`src/rtl/muldiv_unit.sv`:
```
// muldiv_unit: iterative multiply/divide sequencer for the EX stage.
// Runs mult/multu/div/divu over 32 iteration cycles on one shared
// shift/add-subtract accumulator and owns the architectural HI/LO pair.
//
// Ports:
//   clk, reset        rising-edge clock, asynchronous active-high reset
//   start, op         launch (sampled only in IDLE); 00 mult 01 multu 10 div 11 divu
//   rs_val, rt_val    multiplicand/dividend, multiplier/divisor
//   flush             abort the in-flight operation (HI/LO untouched)
//   hi_we, lo_we      mthi/mtlo write enables (IDLE only), data on wdata
//   hilo_read         mfhi/mflo or a new mult/div is in ID
//   hi, lo            architectural HI/LO
//   busy              operation in flight (state != IDLE)
//   done              one-cycle pulse in the cycle HI/LO hold a new result
//   stall             busy & (hilo_read | start), purely combinational
//   state_dbg         current FSM state (IDLE=0, RUN=1, FIX=2)
//
// Handshake: start is a level sampled on a rising edge only while busy=0;
// while busy=1 start is ignored and stall holds the pipeline instead.
module muldiv_unit #(
  parameter int WIDTH = 32
) (
  input  logic             clk,
  input  logic             reset,
  input  logic             start,
  input  logic [1:0]       op,
  input  logic [WIDTH-1:0] rs_val,
  input  logic [WIDTH-1:0] rt_val,
  input  logic             flush,
  input  logic             hi_we,
  input  logic             lo_we,
  input  logic [WIDTH-1:0] wdata,
  input  logic             hilo_read,
  output logic [WIDTH-1:0] hi,
  output logic [WIDTH-1:0] lo,
  output logic             busy,
  output logic             done,
  output logic             stall,
  output logic [1:0]       state_dbg
);

  localparam int W  = WIDTH;
  localparam int CW = $clog2(WIDTH);

  typedef enum logic [1:0] {
    S_IDLE = 2'd0,
    S_RUN  = 2'd1,
    S_FIX  = 2'd2
  } state_t;

  state_t state, state_nxt;

  // acc: multiply -> {spare bit, partial product high, multiplier remaining}
  //      divide   -> {WIDTH+1 bit partial remainder, dividend/quotient bits}
  logic [2*W:0]  acc;
  logic [W-1:0]  mcand;    // multiplicand or divisor magnitude
  logic [CW-1:0] cnt;
  logic          is_div;
  logic          neg_p;    // negate product / quotient
  logic          neg_r;    // negate remainder
  logic          dz;       // divide by zero flagged at capture

  logic launch, step, finish, mt_ok;

  // ---------------- FSM ----------------
  always_ff @(posedge clk or posedge reset) begin
    if (reset) state <= S_IDLE;
    else       state <= state_nxt;
  end

  always_comb begin
    state_nxt = state;
    launch    = 1'b0;
    step      = 1'b0;
    finish    = 1'b0;
    mt_ok     = 1'b0;
    case (state)
      S_IDLE: begin
        // flush in IDLE discards a coincident start; start drops a coincident mthi/mtlo
        if (start && !flush) begin
          launch    = 1'b1;
          state_nxt = S_RUN;
        end
        mt_ok = !start;
      end
      S_RUN: begin
        if (flush) begin
          state_nxt = S_IDLE;
        end else begin
          step = 1'b1;
          if (cnt == '0) state_nxt = S_FIX;
        end
      end
      S_FIX: begin
        state_nxt = S_IDLE;
        finish    = !flush;
      end
      default: state_nxt = S_IDLE;
    endcase
  end

  assign busy      = (state != S_IDLE);
  assign stall     = busy & (hilo_read | start);
  assign state_dbg = state;

  // ---------------- operand capture ----------------
  logic          sgn;
  logic [W-1:0]  rs_abs, rt_abs;

  always_comb begin
    sgn    = !op[0];
    rs_abs = (sgn && rs_val[W-1]) ? (~rs_val + 1'b1) : rs_val;
    rt_abs = (sgn && rt_val[W-1]) ? (~rt_val + 1'b1) : rt_val;
  end

  // ---------------- iteration datapath ----------------
  logic [W:0]     mul_sum;
  logic [2*W:0]   mul_nxt;
  logic [W+1:0]   div_diff;
  logic [2*W:0]   div_nxt;

  always_comb begin
    // Multiply: add multiplicand into the high half when the current
    // multiplier bit (LSB) is set, then shift the whole accumulator right.
    mul_sum = acc[0] ? ({1'b0, acc[2*W-1:W]} + {1'b0, mcand}) : {1'b0, acc[2*W-1:W]};
    mul_nxt = {1'b0, mul_sum, acc[W-1:1]};
    // Divide: trial-subtract the divisor from the left-shifted remainder;
    // keep the difference and shift in a 1 only if it did not go negative.
    div_diff = acc[2*W:W-1] - {2'b00, mcand};
    div_nxt  = div_diff[W+1] ? {acc[2*W-1:0], 1'b0}
                             : {div_diff[W:0], acc[W-2:0], 1'b1};
  end

  // ---------------- sign fix ----------------
  logic [2*W-1:0] prod_fix;
  logic [W-1:0]   quot_fix, rem_fix;

  always_comb begin
    prod_fix = neg_p ? (~acc[2*W-1:0] + 1'b1) : acc[2*W-1:0];
    quot_fix = neg_p ? (~acc[W-1:0] + 1'b1)   : acc[W-1:0];
    rem_fix  = neg_r ? (~acc[2*W-1:W] + 1'b1) : acc[2*W-1:W];
  end

  // ---------------- registers ----------------
  always_ff @(posedge clk or posedge reset) begin
    if (reset) begin
      acc    <= '0;
      mcand  <= '0;
      cnt    <= '0;
      is_div <= 1'b0;
      neg_p  <= 1'b0;
      neg_r  <= 1'b0;
      dz     <= 1'b0;
      hi     <= '0;
      lo     <= '0;
      done   <= 1'b0;
    end else begin
      done <= finish;
      if (launch) begin
        is_div <= op[1];
        neg_p  <= sgn & (rs_val[W-1] ^ rt_val[W-1]);
        neg_r  <= sgn & rs_val[W-1];
        dz     <= op[1] && (rt_val == '0);
        cnt    <= CW'(W - 1);
        if (op[1]) begin
          acc <= {{(W+1){1'b0}}, rs_abs};
          // With a zero divisor the iterations are don't-care, so mcand
          // is reused to carry the raw dividend through to HI.
          mcand <= (rt_val == '0) ? rs_val : rt_abs;
        end else begin
          acc   <= {{(W+1){1'b0}}, rt_abs};
          mcand <= rs_abs;
        end
      end else if (step) begin
        if (cnt != '0) cnt <= cnt - 1'b1;
        acc <= is_div ? div_nxt : mul_nxt;
      end

      if (finish) begin
        if (!is_div) begin
          {hi, lo} <= prod_fix;
        end else if (dz) begin
          lo <= '1;
          hi <= mcand;
        end else begin
          lo <= quot_fix;
          hi <= rem_fix;
        end
      end else if (mt_ok) begin
        if (hi_we) hi <= wdata;
        if (lo_we) lo <= wdata;
      end
    end
  end

endmodule

```
`config.mk`:
```
export PLATFORM = sky130hd
export DESIGN_NAME = muldiv_unit
export DESIGN_NICKNAME = d
export VERILOG_FILES = /design/src/rtl/muldiv_unit.sv
export SDC_FILE = /design/constraint.sdc
export NUM_CORES = 1
export LEC_CHECK = 0
export CELL_PAD_IN_SITES_DETAIL_PLACEMENT = 1
export CELL_PAD_IN_SITES_GLOBAL_PLACEMENT = 1
export CORE_AREA = 2 2 220 222
export CTS_CLUSTER_DIAMETER = 100
export DETAILED_ROUTE_END_ITERATION = 16
export DIE_AREA = 0 0 222 224
export DONT_BUFFER_PORTS = 1
export GPL_TIMING_DRIVEN = 0
export HOLD_SLACK_MARGIN = 0.05
export PLACE_DENSITY_LB_ADDON = 0.1
export SLEW_MARGIN = 30
export SYNTH_ARGS = -nofsm -noshare
export SYNTH_HDL_FRONTEND = slang
export SYNTH_SLANG_ARGS = --single-unit
```
`constraint.sdc`:
```
create_clock -name clk -period 6.4 [get_ports clk]
set_input_delay 1.92 -clock clk [delete_from_list [all_inputs] [get_ports clk]]
set_output_delay 1.92 -clock clk [all_outputs]
set_load 0.005 [all_outputs]
```
==> results of run 1 <==
==> tightest hold or removal path, delay by kind of cell (launching register included) <==
kind            cells  cell delay, ps
compound gates      1              60
simple gates        1              50
flops               1             360
==> worst max-delay path by stage <==
stage,depth (start not counted),endpoint,startpoint,slack (ps)
after floorplan,8,acc[27],rs_val[4],2000
after global placement,9,mcand[1],rt_val[15],920
after detailed placement,8,mcand[13],rt_val[15],850
after CTS,13,acc[49],mcand[25],1110
after global routing,13,acc[47],mcand[25],730
final,13,acc[59],mcand[25],1050
==> power breakdown <==
group / switching (mW) / leakage [nW] / internal (mW)
Combinational: 3.26 / 4.87 / 1.86
Sequential: 0.445 / 2.15 / 1.38
Clock: 0.510 / 0.294 / 0.614
Total: 4.22 / 7.31 / 3.85
==> metal layers <==
| layer | up-vias | track usage [%] | routed length (um) |
|---|---|---|---|
| met5 | - | 0 | 27 |
| met4 | 4 | 11.9 | 2930 |
| met1 | 8742 | 44.5 | 36700 |
| li1 | 7758 | - | - |
| met3 | 131 | 5.81 | 5940 |
| met2 | 671 | 52.6 | 37300 |
==> per-stage QoR <==
step | util [%] | hold WS (ps) | cells | power [mW]
floorplan | - | 470 | 2117 | 5.12
global placement | 36.4 | 490 | 2732 | 6.72
detailed placement | 36.8 | 505 | 2739 | 6.82
CTS | 38.1 | 521 | 2771 | 7.97
global route | 38.1 | 555 | 2771 | 8.55
finish | 38.1 | 509 | 2771 | 8.06
==> cells in the final DEF (no fill, tap or decap), types with 23 or more instances in the layout <==
| master | n |
|---|---|
| nand2_1 | 315 |
| o21ai_0 | 178 |
| dfrtp_1 | 173 |
| a21oi_1 | 159 |
| nor2_1 | 140 |
| clkbuf_1 | 132 |
| mux2i_1 | 106 |
| xor2_1 | 104 |
| xnor2_1 | 98 |
| ha_1 | 70 |
| inv_1 | 67 |
| o211ai_1 | 48 |
| nor3_1 | 32 |
| nand3_1 | 32 |
| a21o_1 | 29 |
| a32oi_1 | 26 |
| o31ai_1 | 24 |
| or4_1 | 23 |
| a32o_1 | 23 |
==> layout make-up <==
class                      count  area (um^2)  share of cell area [%]
multi-input combinational   1714        11300                    62.4
inverter                      70          267                    1.48
sequential                   173         4330                    24.0
clock inverter                10          128                   0.708
clock buffer                  22          474                    2.63
timing repair buffer           7          163                   0.902
buffer                       160          642                    3.56
tap                          615          769                    4.27
==> registers in the layout, summed over array words and instances, names as in the netlist <==
name / cells
acc: 65
cnt: 5
done: 1
dz: 1
hi: 32
is_div: 1
lo: 32
mcand: 32
neg_p: 1
neg_r: 1
state_dbg: 2
==> cells by family after synthesis <==
| family | after synthesis | synth area share, % |
|---|---|---|
| simple gates | 667 | 18.5 |
| flops | 173 | 26.3 |
| xor+xnor | 202 | 10.7 |
| compound gates | 658 | 26.4 |
| mux | 115 | 7.05 |
| fa+ha+maj | 72 | 5.56 |
| buf+inv | 230 | 5.49 |
==> flow_metrics.env, run 1 <==
export IMPL_area_delta_synth_final_pct=9.37
export IMPL_worst_setup_path_end_kind="flop"
export IMPL_placementRows=80
export IMPL_worst_r2r_setup_slack_ps=1050
export IMPL_setup_tns_ps=0
export IMPL_dr_pass1_iters=7
export IMPL_relSlewSlack_pct=30.5
export IMPL_worst_slack_ps=1050
export IMPL_cp_top_family="buffers and inverters"
export IMPL_r2r_end="acc[59]"
export IMPL_status="finished, final reports clean"
export IMPL_min_path_cells=2
export IMPL_critPathSlowestCell="clkbuf_1"
export IMPL_design_area_um2=18000
export IMPL_drive_above_1_share_pct=4.45
export IMPL_die_area_um2=49700
export IMPL_io_buffers=0
export IMPL_synthTopCellsByArea="dfrtp_1 26%, nand2_1 7.2%, mux2i_1 6.4%"
export IMPL_routedWlPerCell_um=29.9
export IMPL_power_density_nw_per_um2=447
export IMPL_cts_tree="done"
export IMPL_synth_seq_cells=173
export IMPL_finalClockSkew_ps=12.8
export IMPL_worst_setup_path_start_kind="flop"
export IMPL_synth_most_common_cell="nand2_1"
export IMPL_grt_remaining_overflow=0
export IMPL_nFillCells=5810
export IMPL_drc=0
export IMPL_r2r_start="mcand[25]"
export IMPL_cpPeakStageDelay_ps=780
export IMPL_synth_edf_count=0
export IMPL_synth_top_area_share_pct=26.3
export IMPL_gp_congestion=0.950
export IMPL_num_vias=17300
export IMPL_h_tree_depth=4
export IMPL_post_cts_buffers=0
export IMPL_critPathBufInv=4
export IMPL_cp_arrival_ps=5660
export IMPL_ys_async_sr_fraction_pct=100
export IMPL_dp_hpwl_um=67500
export IMPL_critPathMaxFanout=10
export IMPL_path_cells="inv_1 > ha_1 > clkbuf_1 > nand4_1 > nor4_1 > and3_1 > a31oi_1 > o211a_1 > xnor2_1 > clkbuf_1 > clkbuf_1 > mux2i_1 > o21ai_0"
export IMPL_grt_max_degree=29
export IMPL_hold_end="acc[64]"
export IMPL_finalHoldViolCount=0
export IMPL_clockBufferDepth=2
export IMPL_min_period_over_period_pct=83.6
export IMPL_post_dp_cell_area_um2=17400
export IMPL_fin_nets=2320
export IMPL_die_w_um=222
export IMPL_r2r_cells=13
export IMPL_leakagePower_nw=7.31
export IMPL_synthFlopType="dfrtp_1"
export IMPL_cap_violations=0
export IMPL_clock_sinks=173
export IMPL_ir_worst_vdd_v=0.000219
export IMPL_path_class="reg -> reg"
export IMPL_ant_nets=0
export IMPL_diodes=0
export IMPL_yosysTopAreaCell="dfrtp_1"
export IMPL_clk_pin_slew_worst_paths_ps=70
export IMPL_worstHoldStart="acc[64]"
export IMPL_core_area_um2=47300
export IMPL_cts_root_buf="clkbuf_16"
export IMPL_hold_buffers=0
export IMPL_pre_cts_ws_ps=851
export IMPL_cts_buffers=17
export IMPL_drt_iter0_markers=1519
export IMPL_initial_core_util_pct=34.8
export IMPL_ys_types=81
export IMPL_routed_wl_um=83000
export IMPL_grt_pass1_wl_um=121000
export IMPL_syn_nets=2294
export IMPL_yosysSeqAreaShare_pct=26.3
export IMPL_setup_violations=0
export IMPL_grtUsageTotal_pct=32.9
export IMPL_cp_required_ps=6710
export IMPL_grt_antenna_before_repair=2
export IMPL_cpMostUsedCell="clkbuf_1"
export IMPL_timing_fmax_mhz=187
export IMPL_die_h_um=224
export IMPL_ys_top_cells_by_count="315 x nand2_1, 178 x o21ai_0, 173 x dfrtp_1"
export IMPL_worst_pin_slew_ps=1040
export IMPL_yosysWarnings=0
export IMPL_rsz0062_at_grt="no"
export IMPL_maxSlewViolCount=0
export IMPL_syn_inst=2117
export IMPL_drt_vias_per_instance=6.25
export IMPL_finalCriticalPeriod_ps=5350
export IMPL_io_pins=174
export IMPL_grt_pass1_vias=17400
export IMPL_holdCritPathClass="reg -> reg"
export IMPL_clk_latency_ps=470
export IMPL_cts_resized=0
export IMPL_synth_avg_cell_area_um2=7.78
export IMPL_syn_area_um2=16500
(Power assumes the default switching activity.)
==> run 2, diff against run 1 <==
==> constraint.sdc (replaced) <==
create_clock -name clk -period 4.82 [get_ports clk]
set_input_delay 1.446 -clock clk [delete_from_list [all_inputs] [get_ports clk]]
set_output_delay 1.446 -clock clk [all_outputs]
set_load 0.005 [all_outputs]
==> run 2 against run 1 <==
Flip-flop and latch count did not move; first-iteration DRC count rose by 1.3%; sequential share of layout area barely moved; final cell count barely moved; clock skew rose by 3.1 ps; power rose by 33%; global-route usage barely moved; worst hold slack got worse by 0.82 ps; combinational power rose by 32%; clock power rose by 33%; highest routed layer unchanged; register-to-register slack got worse by 770 ps.
==> flow_metrics.env, run 2 (same netlist as run 1, synthesis figures left out) <==
export IMPL_cp_required_ps=5120
export IMPL_leakagePower_nw=7.32
export IMPL_power_mw=10.7
export IMPL_hold_buffers=0
export IMPL_grt_pass1_vias=17400
export IMPL_maxSlewViolCount=0
export IMPL_initial_core_util_pct=34.8
export IMPL_cts_buffers=17
export IMPL_cp_arrival_ps=4890
export IMPL_min_period_over_period_pct=95.3
export IMPL_mostFrequentLayoutCells="315 x nand2_1, 178 x o21ai_0, 173 x dfrtp_1"
export IMPL_switchingPower_mw=5.58
export IMPL_final_cells=2770
export IMPL_worst_setup_path_start_kind="primary input"
export IMPL_grt_pass1_wl_um=121000
export IMPL_rsz0062_at_grt="no"
export IMPL_setup_violations=0
export IMPL_drive_above_1_share_pct=4.64
export IMPL_die_h_um=224
export IMPL_die_w_um=222
export IMPL_die_area_um2=49700
export IMPL_drc=0
export IMPL_ant_nets=0
export IMPL_fin_nets=2319
export IMPL_dr_pass1_iters=5
export IMPL_cts_tree="done"
export IMPL_r2r_cells=13
export IMPL_largest_reg_flops=65
export IMPL_dp_hpwl_um=67500
export IMPL_grt_antenna_before_repair=2
export IMPL_clock_sinks=173
export IMPL_grt_max_degree=29
export IMPL_seqPwrFrac_pct=22.6
export IMPL_cap_violations=0
export IMPL_power_density_nw_per_um2=593
export IMPL_grtUsageTotal_pct=32.9
export IMPL_drt_iter0_markers=1539
export IMPL_p_clk_share_pct=14.0
export IMPL_finalClockSkew_ps=15.9
export IMPL_dp_cells=2739
export IMPL_switching_share_pct=52.2
export IMPL_path_cells="or4_1 > nor3_1 > and4_1 > and2_1 > clkbuf_1 > nand2_1 > o21a_1 > o211ai_1 > o21ai_0"
export IMPL_ir_worst_vdd_v=0.000291
export IMPL_drt_vias_per_instance=6.23
export IMPL_routed_wl_um=82700
export IMPL_final_common_cell="nand2_1"
export IMPL_clk_pin_slew_worst_paths_ps=70
export IMPL_holdCritPathClass="reg -> reg"
export IMPL_clk_latency_ps=470
export IMPL_io_buffers=0
export IMPL_routedWlPerCell_um=29.8
export IMPL_critPathSlowestCell="or4_1"
export IMPL_status="finished, final reports clean"
export IMPL_placementRows=80
export IMPL_h_tree_depth=4
export IMPL_worst_setup_path_end_kind="flop"
export IMPL_internal_power_mw=5.11
export IMPL_finalCriticalPeriod_ps=4590
export IMPL_io_pins=174
export IMPL_finalHoldViolCount=0
export IMPL_gp_congestion=0.950
export IMPL_grt_remaining_overflow=0
export IMPL_cpPeakStageDelay_ps=610
export IMPL_combinationalPowerShare_pct=63.4
export IMPL_core_area_um2=47300
export IMPL_clockBufferDepth=2
export IMPL_path_class="in -> reg"
export IMPL_num_vias=17300
export IMPL_diodes=0
export IMPL_min_path_cells=2
export IMPL_critPathMaxFanout=10
export IMPL_largest_register="acc"
export IMPL_cts_root_buf="clkbuf_16"
export IMPL_worst_pin_slew_ps=1070
export IMPL_relSlewSlack_pct=28.7
export IMPL_timing_fmax_mhz=218
export IMPL_area_delta_synth_final_pct=9.41
## run 2: power by group through the flow
stage	Sequential [mW]	Combinational (mW)	Clock (mW)
detailed placement	2.42	6.63	0
finish	2.42	6.78	1.49
CTS	2.40	6.68	1.51
floorplan	2.13	4.67	0
global placement	2.42	6.51	0
global route	2.45	7.35	1.55
## run 2: routing by layer
layer	part of all wire [%]	global-route usage, %
met5	0.033	0
met4	3.5	11.9
met3	7.1	5.80
met2	45	52.6
met1	44	44.5
## run 2: area by class of cell
cell class	count	area, um^2
inverters	70	267
clock inverters	10	128
plain buffers	159	642
fillers	5812	29300
flip-flops and latches	173	4330
clock buffers	22	474
well taps	615	769
multi-input cells	1714	11300
repair buffers	7	163
## run 2: metrics by stage
step	util [%]	worst slack (ps)	area [um^2]	setup TNS, ps	hold WS [ps]
6_report	38.1	226	18000	0	508
5_1_grt	38.1	23.3	18000	0	555
4_1_cts	38.1	77.9	18000	0	521
3_5_place_dp	36.8	-448	17400	-5440	505
3_3_place_gp	36.4	-423	17300	-16370	490
2_1_floorplan	-	899	16500	0	470
## run 2: what timing repair did
item	CTS	global route
setup endpoints to repair	12	10
resized for setup	3	1
setup buffers	0	0
cloned	0	0
## run 2: critical path: cells and delay by family
family | cells | cell delay [ps]
and+or+nand+nor | 5 | 2140
buffers and inverters | 1 | 300
AOI/OAI and AO/OA | 3 | 1000
## run 2: worst paths after layout
check	startpoint	endpoint	slack, ps
max in group asynchronous	reset	acc[52]	2940
hold reg to reg	acc[64]	acc[64]	510
setup / recovery	rt_val[15]	mcand[1]	230
min in group asynchronous	reset	lo[13]	830
hold / removal	acc[64]	acc[64]	510
setup reg to reg	acc[31]	acc[58]	280
==> run 3, diff against run 2 <==
--- a/config.mk
+++ b/config.mk
@@ -14,7 +14,7 @@
 export DONT_BUFFER_PORTS = 1
 export GPL_TIMING_DRIVEN = 0
 export HOLD_SLACK_MARGIN = 0.05
-export PLACE_DENSITY_LB_ADDON = 0.1
+export PLACE_DENSITY = 0.74
 export SLEW_MARGIN = 30
 export SYNTH_ARGS = -nofsm -noshare
 export SYNTH_HDL_FRONTEND = slang
==> run 3 against run 2 <==
Sequential share of layout area up 0.082 points; setup slack worse by 63 ps; largest cell class unchanged; worst hold slack better by 26 ps; critical path type is now reg -> reg; flip-flop and latch count unchanged; first-iteration DRC count up 6.2%.
==> flow_metrics.env, run 3 (same netlist as run 1, synthesis figures left out) <==
export IMPL_routedWlPerCell_um=28.6
export IMPL_drc=0
export IMPL_path_class="reg -> reg"
export IMPL_grt_remaining_overflow=0
export IMPL_critPathCapture="acc[61]"
export IMPL_largest_reg_flops=65
export IMPL_ir_worst_vdd_v=0.000342
export IMPL_highest_layer="met5"
export IMPL_finalHoldViolCount=0
export IMPL_min_period_over_period_pct=96.6
export IMPL_clock_sinks=173
export IMPL_core_area_um2=47300
export IMPL_grt_max_degree=30
export IMPL_post_dp_cell_area_um2=17400
export IMPL_finalClockSkew_ps=25.4
export IMPL_num_vias=17500
export IMPL_grt_pass1_wl_um=117000
export IMPL_worst_setup_path_start_kind="flop"
export IMPL_die_area_um2=49700
export IMPL_clk_latency_ps=470
export IMPL_largest_register="acc"
export IMPL_placementRows=80
export IMPL_grt_pass1_vias=17900
export IMPL_leakagePower_nw=7.29
export IMPL_timing_fmax_mhz=215
export IMPL_nFillCells=5853
export IMPL_final_common_cell="nand2_1"
export IMPL_die_h_um=224
export IMPL_rsz0062_at_grt="no"
export IMPL_cap_violations=0
export IMPL_relSlewSlack_pct=31.1
export IMPL_dp_hpwl_um=64500
export IMPL_post_cts_buffers=0
export IMPL_critPathLaunch="mcand[25]"
export IMPL_r2r_end="acc[61]"
export IMPL_io_pins=174
export IMPL_cts_root_buf="clkbuf_16"
export IMPL_drt_met1_wl_um=32100
export IMPL_routed_wl_um=79200
export IMPL_cts_tree="done"
export IMPL_worst_setup_path_end_kind="flop"
export IMPL_dr_pass1_iters=6
export IMPL_critPathMaxFanout=10
export IMPL_gp_congestion=0.979
export IMPL_fin_util_pct=38.0
export IMPL_wl_met3_um=6710
export IMPL_grt_antenna_before_repair=2
export IMPL_drive_above_1_share_pct=4.51
export IMPL_clockBufferDepth=2
export IMPL_io_buffers=0
export IMPL_die_w_um=222
export IMPL_worst_pin_slew_ps=1030
export IMPL_setup_violations=0
export IMPL_h_tree_depth=4
export IMPL_status="finished, final reports clean"
export IMPL_r2r_start="mcand[25]"
export IMPL_fin_nets=2319
export IMPL_route_met2_wl_um=36600
export IMPL_mostFrequentLayoutCells="315 x nand2_1, 178 x o21ai_0, 173 x dfrtp_1"
export IMPL_cts_buffers=17
export IMPL_final_cells=2768
export IMPL_power_density_nw_per_um2=596
export IMPL_clk_pin_slew_worst_paths_ps=80
export IMPL_worst_r2r_setup_slack_ps=160
export IMPL_cp_required_ps=5190
export IMPL_dp_cells=2738
export IMPL_worstHoldStart="cnt[4]"
export IMPL_initial_core_util_pct=34.8
export IMPL_grtUsageTotal_pct=31.4
export IMPL_drt_vias_per_instance=6.32
export IMPL_maxSlewViolCount=0
export IMPL_ant_nets=0
export IMPL_diodes=0
export IMPL_design_area_um2=18000
export IMPL_drt_iter0_markers=1635
export IMPL_area_delta_synth_final_pct=9.04
export IMPL_holdCritPathClass="reg -> reg"
export IMPL_r2r_cells=13
export IMPL_finalCriticalPeriod_ps=4660
export IMPL_cp_arrival_ps=5030
## run 3: cell types whose count changed in the layout (fill, tap and decap cells not counted), sizes merged
cell | previous run | this run
buf | 36 | 35
clkinvlp | 2 | 4
clkbuf | 152 | 148
clkinv | 4 | 3
inv | 72 | 74
## run 3: cell type report
cell class | instances | area (um^2) | area share (%)
Tap cell | 615 | 769 | 4.28
Buffer | 160 | 646 | 3.59
Multi-Input combinational cell | 1714 | 11200 | 62.6
Timing Repair Buffer | 6 | 128 | 0.710
Sequential cell | 173 | 4330 | 24.1
Clock buffer | 17 | 425 | 2.37
Inverter | 70 | 267 | 1.48
Clock inverter | 13 | 158 | 0.877
## run 3: layer usage
layer | global-route usage, % | up-vias
li1 | - | 7744
met1 | 39.5 | 8768
met2 | 51.2 | 783
met3 | 7.29 | 192
met4 | 13.8 | 4
met5 | 1.47 | -
## run 3: power by group
part | switching, mW | total [mW] | internal (mW)
Clock | 0.688 | 1.46 | 0.773
Sequential | 0.619 | 2.44 | 1.83
Combinational | 4.33 | 6.80 | 2.46
## run 3: stage by stage
stage | TNS (ps) | hold slack, ps | worst slack [ps] | power [mW]
2_1_floorplan | 0 | 470 | 899 | 6.80
3_3_place_gp | -594 | 503 | -104 | 8.87
3_5_place_dp | -1200 | 515 | -180 | 9.05
4_1_cts | 0 | 540 | 71.0 | 10.5
5_1_grt | 0 | 577 | 28.4 | 11.3
6_report | 0 | 535 | 163 | 10.7
## run 3: critical path, cell delays in order (launching register included)
cell and delay, ps:
dfrtp_1 470, inv_1 130, ha_1 290, clkbuf_1 280, nand4_1 260, nor4_1 640, and3_1 260, a31oi_1 40
o211a_1 170, xnor2_1 690, clkbuf_1 740, nand2_1 120, mux2i_1 280, a2bb2oi_1 210
## run 3: worst min path at each step
| stage | end | slack (ps) | cells after the start |
|---|---|---|---|
| after CTS | cnt[4] | 540 | 2 |
| after floorplan | acc[64] | 470 | 2 |
| final | cnt[4] | 530 | 2 |
| after global routing | acc[64] | 580 | 2 |
| after global placement | cnt[4] | 500 | 2 |
| after detailed placement | cnt[4] | 520 | 2 |
## run 3: timing repair
item	CTS	global route
resized for setup	1	5
setup endpoints to repair	10	12
hold buffers	0	0
